==> src/rtl/opcode_pkg.sv <==
// opcode_pkg: sequence table, index helpers and state type shared by the opcode checker files.
package opcode_pkg;
    localparam int OPC_W   = 4;
    localparam int SEQ_LEN = 9;
    localparam int IDX_W   = $clog2(SEQ_LEN);
    localparam logic [OPC_W-1:0] OPC_0 = 4'h2;
    localparam logic [OPC_W-1:0] OPC_1 = 4'h3;
    localparam logic [OPC_W-1:0] OPC_2 = 4'h0;
    localparam logic [OPC_W-1:0] OPC_3 = 4'h1;
    localparam logic [OPC_W-1:0] OPC_4 = 4'h7;
    localparam logic [OPC_W-1:0] OPC_5 = 4'h8;
    localparam logic [OPC_W-1:0] OPC_6 = 4'hA;
    localparam logic [OPC_W-1:0] OPC_7 = 4'hE;
    localparam logic [OPC_W-1:0] OPC_8 = 4'hF;
    localparam logic [SEQ_LEN-1:0][OPC_W-1:0] SEQ_TBL =
        {OPC_8, OPC_7, OPC_6, OPC_5, OPC_4, OPC_3, OPC_2, OPC_1, OPC_0};
    typedef enum logic [1:0] {SEARCH, CONFIRM, LOCKED} state_t;
    function automatic logic [IDX_W-1:0] next_idx(input logic [IDX_W-1:0] i);
        return (i == IDX_W'(SEQ_LEN - 1)) ? '0 : i + 1'b1;
    endfunction
endpackage

==> src/rtl/opcode_seq_lut.sv <==
// opcode_seq_lut: forward (index->opcode) and reverse (opcode->legal, index) sequence table lookup.
module opcode_seq_lut
    import opcode_pkg::*;
(
    input  logic [IDX_W-1:0] i_idx,
    input  logic [OPC_W-1:0] i_opc,
    output logic [OPC_W-1:0] o_opc,
    output logic             o_legal,
    output logic [IDX_W-1:0] o_idx
);
    always_comb begin
        o_opc   = '0;
        o_legal = 1'b0;
        o_idx   = '0;
        for (int k = 0; k < SEQ_LEN; k++) begin
            if (i_idx == IDX_W'(k)) o_opc = SEQ_TBL[k];
            if (i_opc == SEQ_TBL[k]) begin
                o_legal = 1'b1;
                o_idx   = IDX_W'(k);
            end
        end
    end
endmodule

==> config.mk <==
export PLATFORM = sky130hd
export DESIGN_NAME = opcode_seq_lut
export DESIGN_NICKNAME = d
export VERILOG_FILES = /design/src/rtl/opcode_pkg.sv /design/src/rtl/opcode_seq_lut.sv
export SDC_FILE = /design/constraint.sdc
export NUM_CORES = 1
export LEC_CHECK = 0
export ABC_AREA = 1
export CELL_PAD_IN_SITES_DETAIL_PLACEMENT = 1
export CELL_PAD_IN_SITES_GLOBAL_PLACEMENT = 1
export CORE_AREA = 2 2 39 41
export DETAILED_ROUTE_END_ITERATION = 10
export DIE_AREA = 0 0 41 43
export GPL_TIMING_DRIVEN = 0
export PLACE_DENSITY_LB_ADDON = 0.1
export RECOVER_POWER = 25
export SLEW_MARGIN = 20
export SYNTH_ARGS = -nofsm -noshare
export SYNTH_HDL_FRONTEND = slang
export SYNTH_SLANG_ARGS = --single-unit
==> constraint.sdc <==
create_clock -name vclk -period 0.8
set_clock_uncertainty 0.05 [all_clocks]
set_input_delay 0.16 -clock vclk [all_inputs]
set_output_delay 0.16 -clock vclk [all_outputs]
set_load 0.01 [all_outputs]
==> results.cfg <==
[run_status]
violations = negative setup slack
outcome = finished, violations left

[drt]
routed_wirelength_um = 774
wl_per_cell_um = 9.325
first_pass_iters = 1
drc_errors = 0
ant_nets = 0
dr.first_iter.drc_count = 0
vias_per_cell = 4.072
num_vias = 338

[setup_path]
start_kind = input pin
max_stage_delay_ns = 0.14
startpoint = i_idx[0]
worstPathRequired_ns = 0.59
path_max_fanout = 5
cp_num_buf_inv = 3
worst_path_most_repeated_cell = buf_6
crit_path_top_delay_cell = nor2_4
crit_path_cell_trace = buf_6 -> nor2_4 -> buf_6 -> nand2_4 -> nand3_2 -> buf_6
critPathTopFamily = buffers and inverters
worst_setup_path_end_kind = primary output
arrival_ns = 0.72
crit_type = input pin to primary output

[synthesis]
synthCells = 44
synth_top_area_frac = 0.2941
synth.distinct_cells = 9
synth_top_area_cell = nand2_1
yosysSeqAreaShare = 0
syn_area_um2 = 191.4
synth_mux_area_frac = 0
synth_compound_area_frac = 0.02614
synthXorXnorAreaFrac = 0
syn_area_per_cell_um2 = 4.351
synthTopCellsByArea = nand2_1, nor2_1, inv_1, nand3_1, nand2_4
synthSimpleGateAreaFrac = 0.8366
synth_nets = 52
yosysWarnings = 0
synth_fa_ha_area_frac = 0
synth_top_family_by_area = simple AND/OR/NAND/NOR gates

[place]
dp_hpwl_um = 569
gp_congestion = 0.5793
dp.cells = 77
port_buffers = 17
place_ws_ns = -1.034

[run]
drv_cap = 0

[power_and_ir_drop]
p_clk_frac = 0
seq_power_share = 0
switching_share = 0.4639
p_int_mw = 0.1639
p_per_area_mw_per_mm2 = 552.7
pwr-share-comb = 1.000
p_leak_nw = 0.3055
power.total_mw = 0.3057
switchingPower_mw = 0.1418
peakVddDrop_mv = 0.1886

[floorplanning]
core-area_mm2 = 0.001384
initial_core_util = 0.1383
die_w_um = 41
ios = 17
die_h_um = 43
rows = 14
dieArea_mm2 = 0.001763

[grt]
gr-total-overflow = 0
grt_first_pass_wirelength_mm = 1.166
grt_pass1_vias = 302
gr-usage-all-layers = 0.09091
grt_max_degree = 6
antenna_found_initial = 0

[sta]
fin_crit_sh = 1.159
max_freq_mhz = 1078
hold_violations = 0
rsz0062_at_grt = true
slew_headroom = 0.9155
finalCriticalPeriod_ns = 0.9273
worst_slack_ns = -0.1273
fin_tns_setup_ns = -0.5415
setup_viol = 8
tightest_slew_ns = 0.1265
maxSlewViolCount = 0

[cells_and_area]
num-clock-buffers = 0
layout.nets = 77
syn_to_final_growth_pct = 188.9
drive_above_1_share = 0.6716
nFlopsAndLatches = 0
num_antenna_cells = 0
seq_area_um2 = 0
stdcell_count = 83

[worst_hold_path]
min-delay-start = i_opc[0]
holdPathStages = 4
hold_end = o_idx[0]
hold_path_class = input pin to primary output
==> repair_timing <==
action | CTS | global route
endpoints found under the setup margin | 9 | 8
setup buffers | 5 | 1
pin swaps | 17 | 9
hold buffers | 0 | 0
gates resized for setup | 116 | 14
==> area by class of cell <==
type / count / area (um^2)
fillers: 175 / 830.8
multi-input cells: 37 / 250.2
repair buffers: 23 / 246.5
inverters: 7 / 36.28
well taps: 16 / 20.02
==> cells by family after synthesis <==
kind of cell / count (synthesis)
AO/OA/AOI/OAI: 1
buffers and inverters: 7
AND/OR/NAND/NOR: 36
==> cells in the mapped netlist <==
cell and number:
inv_1 7, nand2_1 15, nand2_2 1, nand2_4 1, nand3_1 4, nor2_1 13, nor2_2 1, nor2_4 1
o21ai_0 1
==> power by group through the flow <==
stage | clock, mW | combinational, mW | sequential, mW
6_report | 0 | 0.306 | 0
5_1_grt | 0 | 0.330 | 0
3_3_place_gp | 0 | 0.222 | 0
2_1_floorplan | 0 | 0.0864 | 0
3_5_place_dp | 0 | 0.220 | 0
4_1_cts | 0 | 0.270 | 0
==> worst max path at each step <==
stage                     to  cells past startpoint
CTS                 o_opc[0]                      7
global route        o_opc[0]                      6
detailed placement  o_idx[1]                      5
global placement    o_idx[1]                      5
finish              o_opc[0]                      6
floorplan           o_idx[1]                      3
==> cell usage in the layout, fill, tap and decap left out, drive strengths merged <==
cell type  count
nor2          15
buf           23
inv            7
o21ai          1
nand2         17
nand3          4
==> metrics by stage <==
stage	util	hold WS (ns)	area, um^2
2_1_floorplan	-	0.3528	191.4
3_3_place_gp	0.2758	1.317	381.6
3_5_place_dp	0.2758	1.330	381.6
4_1_cts	0.3508	0.5802	485.5
5_1_grt	0.3996	0.5959	553.0
6_report	0.3996	0.5660	553.0
==> metal layers <==
metal / part of all wire / track usage
met2: 0.61 / 0.2000
met4: 0 / 0
met3: 0.054 / 0
met5: 0 / 0
met1: 0.34 / 0.08544
No activity file was read; power rests on OpenSTA's default activity.
